--- src/rtl/adder_b_cla_if.sv ---
// Operand/result bundle for the registered carry-lookahead adder.
// The master side presents operands with in_valid. The slave side returns
// the registered sum, the carry-out and a one-cycle out_valid pulse.
interface adder_b_cla_if #(
  parameter int N_BIT = 13
);
  logic           in_valid;
  logic [N_BIT:0] a;
  logic [N_BIT:0] b;
  logic           car;
  logic [N_BIT:0] out;
  logic           car_out;
  logic           out_valid;

  modport master (
    output in_valid, a, b, car,
    input  out, car_out, out_valid
  );

  modport slave (
    input  in_valid, a, b, car,
    output out, car_out, out_valid
  );
endinterface

--- src/rtl/adder_b_cla.sv ---
// Registered carry-lookahead adder. Computes {car_out, out} = a + b + car
// over N_BIT+1 bit unsigned operands and registers the result.
// Every carry is a flat sum of generate/propagate products, so the
// operand-to-register path never depends on a ripple chain.
module adder_b_cla #(
  parameter int N_BIT = 13
) (
  input  logic          clk,
  input  logic          rst_n,
  adder_b_cla_if.slave  bus
);
  localparam int W = N_BIT + 1;

  // Mask with bits [lo, hi) set. When lo == hi the mask is empty, and the
  // product of propagates over that span reduces to 1.
  function automatic logic [W-1:0] span_mask(input int lo, input int hi);
    logic [W-1:0] m;
    m = '0;
    for (int k = 0; k < W; k++) begin
      m[k] = (k >= lo) && (k < hi);
    end
    return m;
  endfunction

  logic [W-1:0] g_s;   // generate terms
  logic [W-1:0] p_s;   // propagate terms (inclusive OR)
  logic [W-1:0] h_s;   // half-sum, equal to a ^ b
  logic [W:0]   c_s;   // carry into each bit, c_s[W] is the carry-out
  logic [W-1:0] s_s;   // combinational sum

  logic [W-1:0] out_r;
  logic         car_out_r;
  logic         out_valid_r;

  assign g_s = bus.a & bus.b;
  assign p_s = bus.a | bus.b;
  assign h_s = ~g_s & p_s;

  assign c_s[0] = bus.car;

  // Carry i is the OR of these terms:
  //   - the carry-in term: car propagated through bits 0..i-1;
  //   - one term per bit j < i: g[j] propagated through bits j+1..i-1.
  // Each term is a single wide AND. The OR spans all terms in one level.
  // No carry is derived from the previous one.
  for (genvar i = 1; i <= W; i++) begin : g_carry
    logic [i:0] term_s;

    assign term_s[0] = bus.car & (&(p_s | ~span_mask(0, i)));

    for (genvar j = 0; j < i; j++) begin : g_term
      assign term_s[j+1] = g_s[j] & (&(p_s | ~span_mask(j + 1, i)));
    end

    assign c_s[i] = |term_s;
  end

  assign s_s = h_s ^ c_s[W-1:0];

  // Result register: capture on in_valid, otherwise hold the result and
  // clear out_valid. Reset clears everything immediately.
  always_ff @(posedge clk or negedge rst_n) begin
    if (!rst_n) begin
      out_r       <= {W{1'b0}};
      car_out_r   <= 1'b0;
      out_valid_r <= 1'b0;
    end else begin
      out_valid_r <= bus.in_valid;
      if (bus.in_valid) begin
        out_r     <= s_s;
        car_out_r <= c_s[W];
      end else begin
        out_r     <= out_r;
        car_out_r <= car_out_r;
      end
    end
  end

  assign bus.out       = out_r;
  assign bus.car_out   = car_out_r;
  assign bus.out_valid = out_valid_r;
endmodule

--- src/flat_wrapper.sv ---
// flat-port wrapper written by rule: the top's interface ports become plain ports
module adder_b_cla_flat 
#(
  parameter int N_BIT = 13
)
  (clk, rst_n, bus_in_valid, bus_a, bus_b, bus_car, bus_out, bus_car_out, bus_out_valid);
  adder_b_cla_if #(.N_BIT(N_BIT)) bus_i ();
  input  logic clk;
  input  logic rst_n;
  input wire logic [$bits(bus_i.in_valid)-1:0] bus_in_valid;
  input wire logic [$bits(bus_i.a)-1:0] bus_a;
  input wire logic [$bits(bus_i.b)-1:0] bus_b;
  input wire logic [$bits(bus_i.car)-1:0] bus_car;
  output wire logic [$bits(bus_i.out)-1:0] bus_out;
  output wire logic [$bits(bus_i.car_out)-1:0] bus_car_out;
  output wire logic [$bits(bus_i.out_valid)-1:0] bus_out_valid;
  assign bus_i.in_valid = bus_in_valid;
  assign bus_i.a = bus_a;
  assign bus_i.b = bus_b;
  assign bus_i.car = bus_car;
  assign bus_out = bus_i.out;
  assign bus_car_out = bus_i.car_out;
  assign bus_out_valid = bus_i.out_valid;
  adder_b_cla #(.N_BIT(N_BIT)) u_core (.clk(clk), .rst_n(rst_n), .bus(bus_i));
endmodule
--- config.mk ---
export PLATFORM = sky130hd
export DESIGN_NAME = adder_b_cla_flat
export DESIGN_NICKNAME = d
export VERILOG_FILES = /design/src/rtl/adder_b_cla_if.sv /design/src/rtl/adder_b_cla.sv /design/src/flat_wrapper.sv
export SDC_FILE = /design/constraint.sdc
export NUM_CORES = 1
export LEC_CHECK = 0
export CAP_MARGIN = 20
export CORE_MARGIN = 3
export CORE_UTILIZATION = 36
export CTS_BUF_LIST = sky130_fd_sc_hd__clkbuf_16
export DETAILED_ROUTE_END_ITERATION = 7
export PLACE_DENSITY = 0.68
export REMOVE_ABC_BUFFERS = 1
export SLEW_MARGIN = 0
export SYNTH_ARGS = -nofsm -noshare
export SYNTH_HDL_FRONTEND = slang
export SYNTH_SLANG_ARGS = --single-unit
--- constraint.sdc ---
create_clock -name clk -period 1.4 [get_ports clk]
set_input_delay 0.42 -clock clk [delete_from_list [all_inputs] [get_ports clk]]
set_output_delay 0.42 -clock clk [all_outputs]
set_load 0.02 [all_outputs]
==> flow_summary.ini <==
[sta]
slew_viol_final = 0
tightestPinTransition_ns = 0.288
clock.fmax_mhz = 527
slew_headroom_pct = 80.7
post-route-min-period_ns = 1.90
whs_ns = 0.472
finalClockSkew_ns = 0
worst_slack_ns = -0.496
finalHoldViolations = 0
tns_ns = -5.07
fin_crit_sh_pct = 135
setup_viol = 13
rsz0062_at_grt = yes

[worst_setup_path]
cp.depth = 10
cp_slowest_cell = nor4_4
path_buf_inv = 3
cp-start-kind = input port
worst_ep_required_time_ns = 1.52
worstPathArrival_ns = 2.02
max_stage_delay_ns = 0.32
rr_endpoint = u_core.bus.out[12]
path_max_fanout = 3
critPathLaunch = bus_a[4]
crit_chain = buf_8 > inv_4 > ha_4 > nor4_4 > o21ai_2 > a31o_1 > a21oi_2 > buf_4 > nor4bb_2 > a311o_1
ff2ff_setup_slack_ns = 0.44
worst-r2r-cell-count = 3
cp-end-kind = flip-flop
worst-setup-path-type = input port to flip-flop
cp-endpoint = u_core.bus.out[10]
critPathTopFamily = compound AO/OA/AOI/OAI gates
r2r-start = u_core.bus.out[12]

[yosys]
synth_top_area_cell = dfrtp_1
synth_area_leaders = dfrtp_1 (25%), ha_1 (22%), inv_1 (8.8%)
synth_compound_area_share_pct = 15.7
synthFlopType = dfrtp_1
synth_top_family_by_area = adder cells
async_flop_share_pct = 100
syn_area_mm2 = 0.00158
ys_seq_elements = 16
synth_cell_types = 40
synth_top_area_share_pct = 25.4
yosys_warnings = 0
synth_cells = 175
synth_simple_gate_area_share_pct = 15.4
synth_edf_count = 0
ys_seq_area_share_pct = 25.4
synth_xor_area_share_pct = 4.44
syn_area_per_cell_um2 = 9.02
synth_fa_ha_area_share_pct = 23.5
yosys-mux-area-fraction_pct = 5.71

[clock_tree]
clk_pin_slew_ns = 0.05
hold_buffers = 0
clk_path_buf_depth = 2
cts_buffers = 3
cts_root_buf = clkbuf_16
cts_tree = done
htreeDepth = 1
clk_latency_ns = 0.24
clock_sinks = 16

[route]
wl_met3_um = 252
dr.first_iter.drc_count = 64
wl_per_cell_um = 13.7
wl_met2_um = 2150
drc = 0
wl_met1_um = 1760
viasPerCell = 4.91
ant_nets = 0
top_layer = met4
drt_first_pass_iters = 4
wirelength_um = 4210
via_count = 1512

[global_route]
grt_pass1_wl_um = 6520
grt_overflow = 0
antenna_found_initial = 0
grt_max_degree = 17
first_global_vias = 1509
grt.total_usage_pct = 15.8

[finish]
areaGrowthSynthToFinish_pct = 77.3
final_cell_mix = buf_4 (32), inv_2 (19), dlygate4sd2_1 (18)
nets = 320
drive_gt1_share_pct = 55.0
n_antenna_cell = 0
instances_no_fill = 308
fin_util_pct = 68.0
mostFrequentLayoutCell = buf_4

[floorplanning]
die_y_um = 72.2
coreArea_mm2 = 0.00412
start_util_pct = 38.4
floorplan.die_area_mm2 = 0.00522
die_width_um = 72.2
rows = 23
num_io_pins = 48

[power_and_ir_drop]
vdd_drop_max_mv = 0.823
p_leak_nw = 1.30
p_per_area_mw_per_mm2 = 796

[placed_design]
preCtsSetupSlack_ns = -1.25
dpl.cell_count = 294
place.gp.congestion = 0.784
hpwl_um = 2750
io_buffers = 47

[run]
cap_violations = 0

[run_status]
outcome = finished with violations
violations = setup timing

[hold_path]
hp-class = flip-flop to flip-flop
hold_path_depth = 1
[how the worst min path moves through the flow]
stage,from,endpoint,slack [ns]
floorplan,rst_n,u_core.bus.car_out,0.12
global placement,u_core.bus.car_out,u_core.bus.car_out,0.46
detailed placement,u_core.bus.car_out,u_core.bus.car_out,0.48
CTS,u_core.bus.car_out,u_core.bus.car_out,0.48
global route,u_core.bus.car_out,u_core.bus.car_out,0.50
finish,u_core.bus.car_out,u_core.bus.car_out,0.47
[metal layers]
metal / track usage (%) / vias to the layer above
met2: 26.7 / 47
li1: - / 750
met4: 4.18 / 0
met3: 4.29 / 6
met5: 0 / -
met1: 19.8 / 709
[report_power, final]
| part | internal [mW] | switching, mW |
|---|---|---|
| registers | 0.559 | 0.0492 |
| clock network | 0.378 | 0.168 |
| logic | 0.569 | 0.505 |
| total | 1.51 | 0.723 |
[flip-flops by register name (all words and copies together), names as in the netlist]
signal and flops:
u_core.bus.car_out 1, u_core.bus.out_valid 1, u_core.bus.out 14
[Yosys cell counts (2+ instances only)]
library cell	n
and2b_2	2
inv_1	37
nor3b_1	2
nor3_1	3
o21ba_2	3
o21ai_0	4
a21o_2	2
nand3_1	2
mux2_2	8
dfrtp_1	16
nand2_1	8
o21a_1	3
ha_1	28
a221o_1	2
a311o_1	2
xnor2_1	7
nor2_1	12
a21oi_1	10
nor2b_1	3
[metrics by stage]
stage	instance area, µm²	power, mW
2_1_floorplan	1560	1.08
3_3_place_gp	2270	1.51
3_5_place_dp	2270	1.52
4_1_cts	2680	2.16
5_1_grt	2800	2.36
6_report	2800	2.23
[what timing repair did]
item | CTS | global route
buffers inserted | 7 | 5
pin swaps | 38 | 13
gates resized for setup | 200 | 24
setup endpoints to repair | 31 | 15
[kinds of logic (layout without fill, tap and decap cells)]
| family | after synthesis | count (layout) |
|---|---|---|
| multiplexers | 8 | 8 |
| adder cells (fa/ha/maj) | 29 | 29 |
| flip-flops | 16 | 16 |
| AO/OA/AOI/OAI | 34 | 34 |
| XOR/XNOR | 8 | 8 |
| AND/OR/NAND/NOR | 41 | 41 |
| buffers and inverters | 39 | 122 |
[cell type report]
class,instances,area [µm²]
multi-input combinational,120,1400
fill,309,1320
timing repair buffer,81,703
sequential,16,400
inverter,37,154
clock buffer,3,75.1
tap,50,62.6
clock inverter,1,3.75
Note: power is estimated with default switching activity, not from simulation.
